$ cat src/rtl/imem_refill_ctrl_if.sv
// imem_refill_ctrl_if: cache-side miss/word signals plus the memory request/grant/response handshake
interface imem_refill_ctrl_if #(
    parameter int PC_SIZE  = 32,
    parameter int MEM_WORD = 8
);
    logic                cache_miss;
    logic [PC_SIZE-1:0]  ram_address;
    logic                mem_req;
    logic [PC_SIZE-1:0]  mem_addr;
    logic                mem_gnt;
    logic                mem_rvalid;
    logic [MEM_WORD-1:0] mem_rdata;
    logic                word_ready;
    logic [MEM_WORD-1:0] mem_word;
    logic                busy;
    logic                refill_done;
    modport master (
        input  cache_miss, ram_address, mem_gnt, mem_rvalid, mem_rdata,
        output mem_req, mem_addr, word_ready, mem_word, busy, refill_done
    );
    modport slave (
        output cache_miss, ram_address, mem_gnt, mem_rvalid, mem_rdata,
        input  mem_req, mem_addr, word_ready, mem_word, busy, refill_done
    );
endinterface

$ cat src/rtl/imem_refill_ctrl.sv
// imem_refill_ctrl: on a cache miss, fetches the aligned block one word at a time and streams it to the cache
module imem_refill_ctrl #(
    parameter int PC_SIZE    = 32,
    parameter int MEM_WORD   = 8,
    parameter int BLOCK_BITS = 512
) (
    input logic                clk,
    input logic                nrst,
    imem_refill_ctrl_if.master bus
);
    localparam int WORDS = BLOCK_BITS / MEM_WORD;
    localparam int CW    = $clog2(WORDS);
    typedef enum logic [1:0] {IDLE, REQ, WAIT, DONE} state_t;
    state_t              state, state_n;
    logic [CW-1:0]       cnt, cnt_n, cnt_inc;
    logic [PC_SIZE-1:0]  blk_addr, blk_addr_n, mem_addr, mem_addr_n;
    logic [MEM_WORD-1:0] mem_word, mem_word_n;
    logic                mem_req, mem_req_n, word_ready, word_ready_n;
    logic                refill_done, refill_done_n, busy, same_blk;
    assign cnt_inc  = cnt + 1'b1;
    assign same_blk = bus.ram_address == blk_addr;
    always_comb begin
        state_n       = state;
        cnt_n         = cnt;
        blk_addr_n    = blk_addr;
        mem_addr_n    = mem_addr;
        mem_word_n    = mem_word;
        mem_req_n     = mem_req;
        word_ready_n  = 1'b0;
        refill_done_n = 1'b0;
        case (state)
            IDLE: if (bus.cache_miss) begin
                state_n    = REQ;
                blk_addr_n = bus.ram_address;
                cnt_n      = '0;
                mem_req_n  = 1'b1;
                mem_addr_n = bus.ram_address;
            end
            REQ: if (bus.mem_gnt) begin
                state_n   = WAIT;
                mem_req_n = 1'b0;
            end
            WAIT: if (bus.mem_rvalid) begin
                // a changed miss address means this block is no longer wanted
                if (!same_blk) state_n = IDLE;
                else begin
                    mem_word_n   = bus.mem_rdata;
                    word_ready_n = 1'b1;
                    if (cnt == CW'(WORDS - 1)) begin
                        refill_done_n = 1'b1;
                        state_n       = DONE;
                    end else begin
                        cnt_n      = cnt_inc;
                        state_n    = REQ;
                        mem_req_n  = 1'b1;
                        mem_addr_n = blk_addr + PC_SIZE'(cnt_inc) * PC_SIZE'(MEM_WORD / 8);
                    end
                end
            end
            default: if (!bus.cache_miss || !same_blk) state_n = IDLE;
        endcase
    end
    always_ff @(posedge clk or negedge nrst) begin
        if (!nrst) begin
            state       <= IDLE;
            cnt         <= '0;
            blk_addr    <= '0;
            mem_addr    <= '0;
            mem_word    <= '0;
            mem_req     <= 1'b0;
            word_ready  <= 1'b0;
            refill_done <= 1'b0;
            busy        <= 1'b0;
        end else begin
            state       <= state_n;
            cnt         <= cnt_n;
            blk_addr    <= blk_addr_n;
            mem_addr    <= mem_addr_n;
            mem_word    <= mem_word_n;
            mem_req     <= mem_req_n;
            word_ready  <= word_ready_n;
            refill_done <= refill_done_n;
            busy        <= state_n != IDLE;
        end
    end
    assign bus.mem_req     = mem_req;
    assign bus.mem_addr    = mem_addr;
    assign bus.word_ready  = word_ready;
    assign bus.mem_word    = mem_word;
    assign bus.busy        = busy;
    assign bus.refill_done = refill_done;
endmodule

$ cat src/flat_wrapper.sv
// flat-port wrapper written by rule: the top's interface ports become plain ports
module imem_refill_ctrl_flat 
#(
    parameter int PC_SIZE    = 32,
    parameter int MEM_WORD   = 8,
    parameter int BLOCK_BITS = 512
)
  (clk, nrst, bus_cache_miss, bus_ram_address, bus_mem_gnt, bus_mem_rvalid, bus_mem_rdata, bus_mem_req, bus_mem_addr, bus_word_ready, bus_mem_word, bus_busy, bus_refill_done);
  imem_refill_ctrl_if #(.PC_SIZE(PC_SIZE), .MEM_WORD(MEM_WORD)) bus_i ();
  input logic clk;
  input logic nrst;
  input wire logic [$bits(bus_i.cache_miss)-1:0] bus_cache_miss;
  input wire logic [$bits(bus_i.ram_address)-1:0] bus_ram_address;
  input wire logic [$bits(bus_i.mem_gnt)-1:0] bus_mem_gnt;
  input wire logic [$bits(bus_i.mem_rvalid)-1:0] bus_mem_rvalid;
  input wire logic [$bits(bus_i.mem_rdata)-1:0] bus_mem_rdata;
  output wire logic [$bits(bus_i.mem_req)-1:0] bus_mem_req;
  output wire logic [$bits(bus_i.mem_addr)-1:0] bus_mem_addr;
  output wire logic [$bits(bus_i.word_ready)-1:0] bus_word_ready;
  output wire logic [$bits(bus_i.mem_word)-1:0] bus_mem_word;
  output wire logic [$bits(bus_i.busy)-1:0] bus_busy;
  output wire logic [$bits(bus_i.refill_done)-1:0] bus_refill_done;
  assign bus_i.cache_miss = bus_cache_miss;
  assign bus_i.ram_address = bus_ram_address;
  assign bus_i.mem_gnt = bus_mem_gnt;
  assign bus_i.mem_rvalid = bus_mem_rvalid;
  assign bus_i.mem_rdata = bus_mem_rdata;
  assign bus_mem_req = bus_i.mem_req;
  assign bus_mem_addr = bus_i.mem_addr;
  assign bus_word_ready = bus_i.word_ready;
  assign bus_mem_word = bus_i.mem_word;
  assign bus_busy = bus_i.busy;
  assign bus_refill_done = bus_i.refill_done;
  imem_refill_ctrl #(.PC_SIZE(PC_SIZE), .MEM_WORD(MEM_WORD), .BLOCK_BITS(BLOCK_BITS)) u_core (.clk(clk), .nrst(nrst), .bus(bus_i));
endmodule
$ cat config.mk
export PLATFORM = sky130hd
export DESIGN_NAME = imem_refill_ctrl_flat
export DESIGN_NICKNAME = d
export VERILOG_FILES = /design/src/rtl/imem_refill_ctrl_if.sv /design/src/rtl/imem_refill_ctrl.sv /design/src/flat_wrapper.sv
export SDC_FILE = /design/constraint.sdc
export NUM_CORES = 1
export LEC_CHECK = 0
export CAP_MARGIN = 5
export CORE_MARGIN = 4
export CORE_UTILIZATION = 25
export DETAILED_ROUTE_END_ITERATION = 7
export GPL_TIMING_DRIVEN = 0
export SYNTH_ARGS = -nofsm -noshare
export SYNTH_HDL_FRONTEND = slang
export SYNTH_SLANG_ARGS = --single-unit
$ cat constraint.sdc
create_clock -name clk -period 5.7 [get_ports clk]
set_clock_uncertainty 0.05 [all_clocks]
set_input_delay 0.855 -clock clk [delete_from_list [all_inputs] [get_ports clk]]
set_output_delay 0.855 -clock clk [all_outputs]
set_load 0.005 [all_outputs]
=== After elaboration in Yosys (flattened, before gate mapping) ===
Index checks and enable logic that the tools add are counted.

* Register bits after elaboration: 84
* Input bits: 45
* Output and inout bits: 44
* Logic and storage cells: 61

* $add $sub $neg: 2
* Eq/ne operators: 9
* Multiplexer cells: 30
* Reduce and logical (&&, ||, !) cells: 11

{| class="wikitable"
|+ Operator list
! kind !! number
|-
| two-way mux 32 bit || 4
|-
| one-hot mux 32 bit (2 select lines) || 1
|-
| adder 32 x 6 -> 32 bit || 1
|-
| == test 32 bit || 1
|-
| two-way mux 6 bit || 4
|-
| two-way mux 1 bit || 12
|-
| two-way mux 2 bit || 6
|-
| one-hot mux 6 bit (2 select lines) || 1
|-
| inequality test 2 bit (second input constant) || 4
|-
| adder 6 x 1 -> 6 bit (second input constant) || 1
|-
| == test 6 bit (second input constant) || 1
|-
| one-hot mux 2 bit (3 select lines) || 1
|-
| AND reduction 6 bit || 1
|-
| AND reduction 5 bit || 1
|-
| nonzero test 2 bit || 2
|-
| one-hot mux 1 bit (3 select lines) || 1
|-
| AND reduction 3 bit || 1
|-
| nonzero test 3 bit || 1
|-
| == test 2 x 1 -> 1 bit (second input constant) || 1
|-
| == test 2 bit (second input constant) || 1
|-
| zero test 1 bit || 2
|-
| zero test 2 bit || 1
|-
| inequality test 2 x 1 -> 1 bit (second input constant) || 1
|-
| AND reduction 2 bit || 1
|-
| logical OR 1 bit || 1
|}

=== Depth between registers and ports, before layout ===
* Depth in word-level cells: 6
* Mapped depth: 11
* Gate-level depth less buffers: 10

=== Worst setup path after synthesis ===
OpenSTA, ideal clock, no wires.

* Kind: reg-to-reg
* Start: register u_core.cnt[0]
* End: register u_core.mem_addr[31], in the netlist u_core.bus.mem_addr[31]
* Setup time: 65 ps
* Data arrival time: 2770 ps
* Setup slack: 2814 ps
* Cell stages (with the launch flop): 11
* Path buffers: 0
* Clock period less this slack: 2886 ps
* Cells stage by stage: dfrtp_1 -> ha_1 -> and3_1 -> xor2_1 -> ha_1 -> nand2_1 -> o31ai_2 -> nand2_1 -> or4_1 -> a31oi_1 -> mux2_1

* Cells in the longest elaborated chain, start to end: 6
* Elaborated cells between the ends (all ways): 9
* Those cells by class: add/sub (2); eq/ne (2); mux (4); reduce/logical (1)

{| class="wikitable"
|+ Ends and longest elaborated chain
! what !! line !! source
|-
| start, declared || imem_refill_ctrl.sv:15 || <nowiki>logic [CW-1:0] cnt, cnt_n, cnt_inc;</nowiki>
|-
| start signal, assigned || imem_refill_ctrl.sv:76 || <nowiki>cnt <= cnt_n;</nowiki>
|-
| adder 6 x 1 -> 6 bit || imem_refill_ctrl.sv:20 || <nowiki>assign cnt_inc = cnt + 1'b1;</nowiki>
|-
| adder 32 x 6 -> 32 bit || imem_refill_ctrl.sv:56 || <nowiki>mem_addr_n = blk_addr + PC_SIZE'(cnt_inc) * PC_SIZE'(MEM_WORD / 8);</nowiki>
|-
| two-way mux 32 bit || imem_refill_ctrl.sv:49 || <nowiki>if (cnt == CW'(WORDS - 1)) begin</nowiki>
|-
| two-way mux 32 bit || imem_refill_ctrl.sv:45 || <nowiki>if (!same_blk) state_n = IDLE;</nowiki>
|-
| two-way mux 32 bit || imem_refill_ctrl.sv:43 || <nowiki>WAIT: if (bus.mem_rvalid) begin</nowiki>
|-
| one-hot mux 32 bit (2 select lines) || imem_refill_ctrl.sv:31 || <nowiki>case (state)</nowiki>
|-
| end signal, assigned || imem_refill_ctrl.sv:78 || <nowiki>mem_addr <= mem_addr_n;</nowiki>
|-
| end, declared || imem_refill_ctrl.sv:16 || <nowiki>logic [PC_SIZE-1:0] blk_addr, blk_addr_n, mem_addr, mem_addr_n;</nowiki>
|}

Several ways; a longest one is shown, not always the timed one. The select of a mux whose other input is x is not followed.
A chain may end at the register's enable or synchronous reset.

=== Worst setup path in the final report ===
Same ends and word-level chain as after synthesis.

==> PnR_summary.wiki <==
{| class="wikitable"
! Metric !! Value
|-
| Post-DR wirelength/cell || approximately 16 um
|-
| Deepest level of the CTS H-tree || 3
|-
| Post-route fraction of the period consumed by the critical path || between 60% and 70%
|-
| Remaining global-route overflow || 0
|-
| Final hold violation count || 0
|-
| Starting density of the core || ~25%
|-
| Num rows || 51
|-
| Worst Hold Class || primary input to async pin
|-
| Sink count of the clock tree || 84
|-
| Cell area power density || 464 nW/um2
|-
| Total power || roughly 3000 uW
|-
| CTS tree || done
|-
| Maximum number of pins on one net before global-route repair || 53
|-
| Result of the run || completed
|-
| Core footprint || 19500 um2
|-
| Io pins || between 80 and 90
|-
| Max transition margin || around two fifths
|-
| Worst setup slack after layout || roughly 2100 ps
|-
| Post-CTS resize count || 0
|-
| Unique cell type count in the Yosys netlist || 52
|-
| EDFF count, synth || 0
|-
| FF-to-FF setup slack || between 2000 and 2500 ps
|-
| Final setup vio count || 0
|-
| Vertical die dimension || around 150 um
|-
| Netlist area before placement || between 4000 and 5000 um2
|-
| Number of buffers added by the clock tree synthesis step || 9
|-
| Crit path max-delay family || simple AND/OR/NAND/NOR gates
|-
| Yosys top cell by area || sky130_fd_sc_hd__dfrtp_1
|-
| Net count of the finished layout || roughly 670
|-
| Average cell area after synthesis || ~9.6 um2
|-
| # Max-Cap Violations || 0
|-
| Highest ir drop seen on vdd || 147 uV
|-
| Worst-case setup slack after placement || 1910 ps
|-
| Via count || 3986
|-
| Worst Tran Pin Value || 890 ps
|-
| First-pass iteration count of the detailed router || 4
|-
| Launch instance of the worst register-to-register path || u_core.cnt[0]
|-
| Register area || 2100 um2
|-
| Share of synthesized flip-flops with an asynchronous set or reset || 100%
|-
| Destination of the worst register-to-register timing path || u_core.bus.mem_addr[31]
|-
| Buffer type at the clock tree root || sky130_fd_sc_hd__clkbuf_16
|-
| Fraction of post-synthesis cell area in the top cell type by area || ~42%
|-
| Antenna-violating nets left || 0
|-
| Number of cells on the worst reg-to-reg path || 10
|-
| Deepest clock path buffer count || 2
|-
| Share of synthesized area occupied by flip-flops and latches || between 40% and 50%
|-
| Synthesis-stage register bit count || 84
|-
| Pins Over Slew Limit || 0
|-
| Number of violations reported at the end of detailed-routing iteration 0 || between 150 and 200
|-
| Data required time of the worst path || roughly 5900 ps
|-
| Post-Syn Instances || ~520
|-
| Post-CTS setup repair buffer count || 0
|-
| Final routed DRC violation total || 0
|-
| Critical path peak fanout || 10
|-
| Startpoint types || register
|-
| Filler instances || 2017
|-
| Layout area overhead || 31.7%
|-
| Width of the die || approximately 150 um
|-
| Time the final worst path needs with I/O delays and setup || between 3000 and 4000 ps
|-
| WP data arrival || approximately 3800 ps
|-
| Yosys warns || 0
|-
| Total area of multi-input combinational cells || ~2600 um2
|-
| Buffers & Inverters on Critical Path || 0
|-
| Highest cell delay on the worst timing path || 790 ps
|-
| Total wire length || roughly 14 mm
|-
| Classification of the worst setup path || register to register
|-
| Cells along the critical path || ha_1 -> and3_1 -> xor2_1 -> ha_1 -> nand2_1 -> o31ai_2 -> nand2_1 -> or4_1 -> a31oi_1 -> mux2_1
|-
| Worst skew pair latency || approximately 350 ps
|-
| Number of antenna violations at the first check in global routing || 0
|-
| Total die area || approximately 22000 um2
|-
| Count of inserted antenna diode cells || 0
|-
| Clock-pin slew reported for the worst setup and hold paths after clock tree synthesis || approximately 60 ps
|-
| Count of input and output buffers || between 80 and 90
|-
| Nets in the synthesized netlist || 568
|-
| Cell types occupying the most area after synthesis || sky130_fd_sc_hd__dfrtp_1, sky130_fd_sc_hd__xor2_1, sky130_fd_sc_hd__nand2_1
|-
| Fraction of final layout cells with drive strength greater than 1 || about 12%
|-
| Unrepaired setup endpoints after global routing || no
|-
| Wire length of the first global-routing pass || approximately 23 mm
|-
| Worst setup EP type || register
|-
| Weighted congestion reported at the end of routability-driven placement || ~0.84
|-
| Average via count per standard cell || 4.50
|-
| GRT Overall Usage || 13.5%
|-
| Summed negative setup slack over all endpoints || 0 ps
|-
| Vias in the first global route || 4044
|-
| Number of hold buffers added after cts || 0
|-
| Cell with the biggest individual delay on the critical path || sky130_fd_sc_hd__o31ai_2
|-
| Half-perimeter wire length after placement || between 10 and 15 mm
|-
| Fmax || 279 MHz
|-
| Most used flip-flop cell after synthesis || sky130_fd_sc_hd__dfrtp_1
|-
| Pleak || just under 0.003 uW
|}
-- state kept, by name, summed over array words and instances, names as in the netlist --
| register | flops |
|---|---|
| u_core.bus.refill_done | 1 |
| u_core.bus.mem_req | 1 |
| u_core.blk_addr | 32 |
| u_core.bus.mem_word | 8 |
| u_core.bus.busy | 1 |
| u_core.bus.mem_addr | 32 |
| u_core.state | 2 |
| u_core.cnt | 6 |
| u_core.bus.word_ready | 1 |
-- routing by layer --
layer	part of all wire (%)	track usage [%]	vias to the layer above
met3	6.3	3.63	15
met5	0	0	-
met2	48	22.1	92
met4	1.5	3.65	0
met1	44	17.6	1922
li1	-	-	1957
-- where the power goes --
group          switching, uW  internal [uW]
sequential               210            834
combinational            650            668
clock                    250            409
-- worst max-delay path by stage --
stage	depth (start not counted)	slack, ps	startpoint	end
2_1_floorplan	10	2810	u_core.cnt[0]	u_core.bus.mem_addr[31]
3_3_place_gp	1	300	nrst	u_core.bus.mem_word[6]
3_5_place_dp	8	1910	bus_ram_address[22]	u_core.bus.mem_addr[0]
4_1_cts	10	2120	u_core.cnt[0]	u_core.bus.mem_addr[31]
5_1_grt	10	1850	u_core.cnt[0]	u_core.bus.mem_addr[31]
6_report	10	2120	u_core.cnt[0]	u_core.bus.mem_addr[31]
-- synthesized netlist by cell type, drive strengths merged (5+ instances only) --
| master | count |
|---|---|
| xnor2 | 8 |
| a221oi | 9 |
| clkbuf | 18 |
| o21ai | 11 |
| nand3 | 13 |
| buf | 11 |
| nand2 | 111 |
| nor2 | 33 |
| xor2 | 54 |
| nor4 | 11 |
| a21oi | 19 |
| dfrtp | 84 |
| inv | 19 |
| nand4 | 18 |
| mux2 | 30 |
| ha | 7 |
| and2 | 7 |
| nor3 | 7 |
| nor2b | 5 |
| a211oi | 5 |
-- cells in the final DEF (no fill, tap or decap), drive strengths merged, types with 5 or more instances in the layout --
cell type	netlist	routed
a211oi	5	5
a21oi	19	19
a221oi	9	9
and2	7	7
buf	11	13
clkbuf	18	31
clkdlybuf4s50	0	87
dfrtp	84	84
ha	7	7
inv	19	19
mux2	30	30
nand2	111	111
nand3	13	13
nand4	18	18
nor2	33	33
nor2b	5	5
nor3	7	7
nor4	11	11
o21ai	11	11
xnor2	8	8
xor2	54	54
-- cell families (layout without fill, tap and decap cells) --
kind of cell | Yosys count | count (layout) | synth area share, %
fa+ha+maj | 8 | 8 | 2.17
compound gates | 60 | 60 | 9.13
xor+xnor | 62 | 62 | 11.1
buf+inv | 48 | 153 | 4.75
simple gates | 221 | 221 | 21.4
mux | 32 | 32 | 8.90
flops | 84 | 84 | 42.5
-- cell type report --
class | instances | area share [%]
timing repair buffer | 89 | 13.9
clock buffer | 13 | 3.99
buffer | 29 | 2.52
inverter | 19 | 1.09
multi-input combinational | 383 | 40.1
tap | 265 | 5.09
clock inverter | 3 | 1.06
sequential | 84 | 32.3
-- per-stage QoR --
stage / hold slack [ps] / util (%) / instances / area [um2]
2_1_floorplan: 417 / - / 515 / 4950
3_3_place_gp: 413 / 31.7 / 868 / 6160
3_5_place_dp: 419 / 31.8 / 869 / 6190
4_1_cts: 428 / 33.5 / 885 / 6520
5_1_grt: 446 / 33.5 / 885 / 6520
6_report: 406 / 33.5 / 885 / 6520
Note: power is estimated with default switching activity, not from simulation.
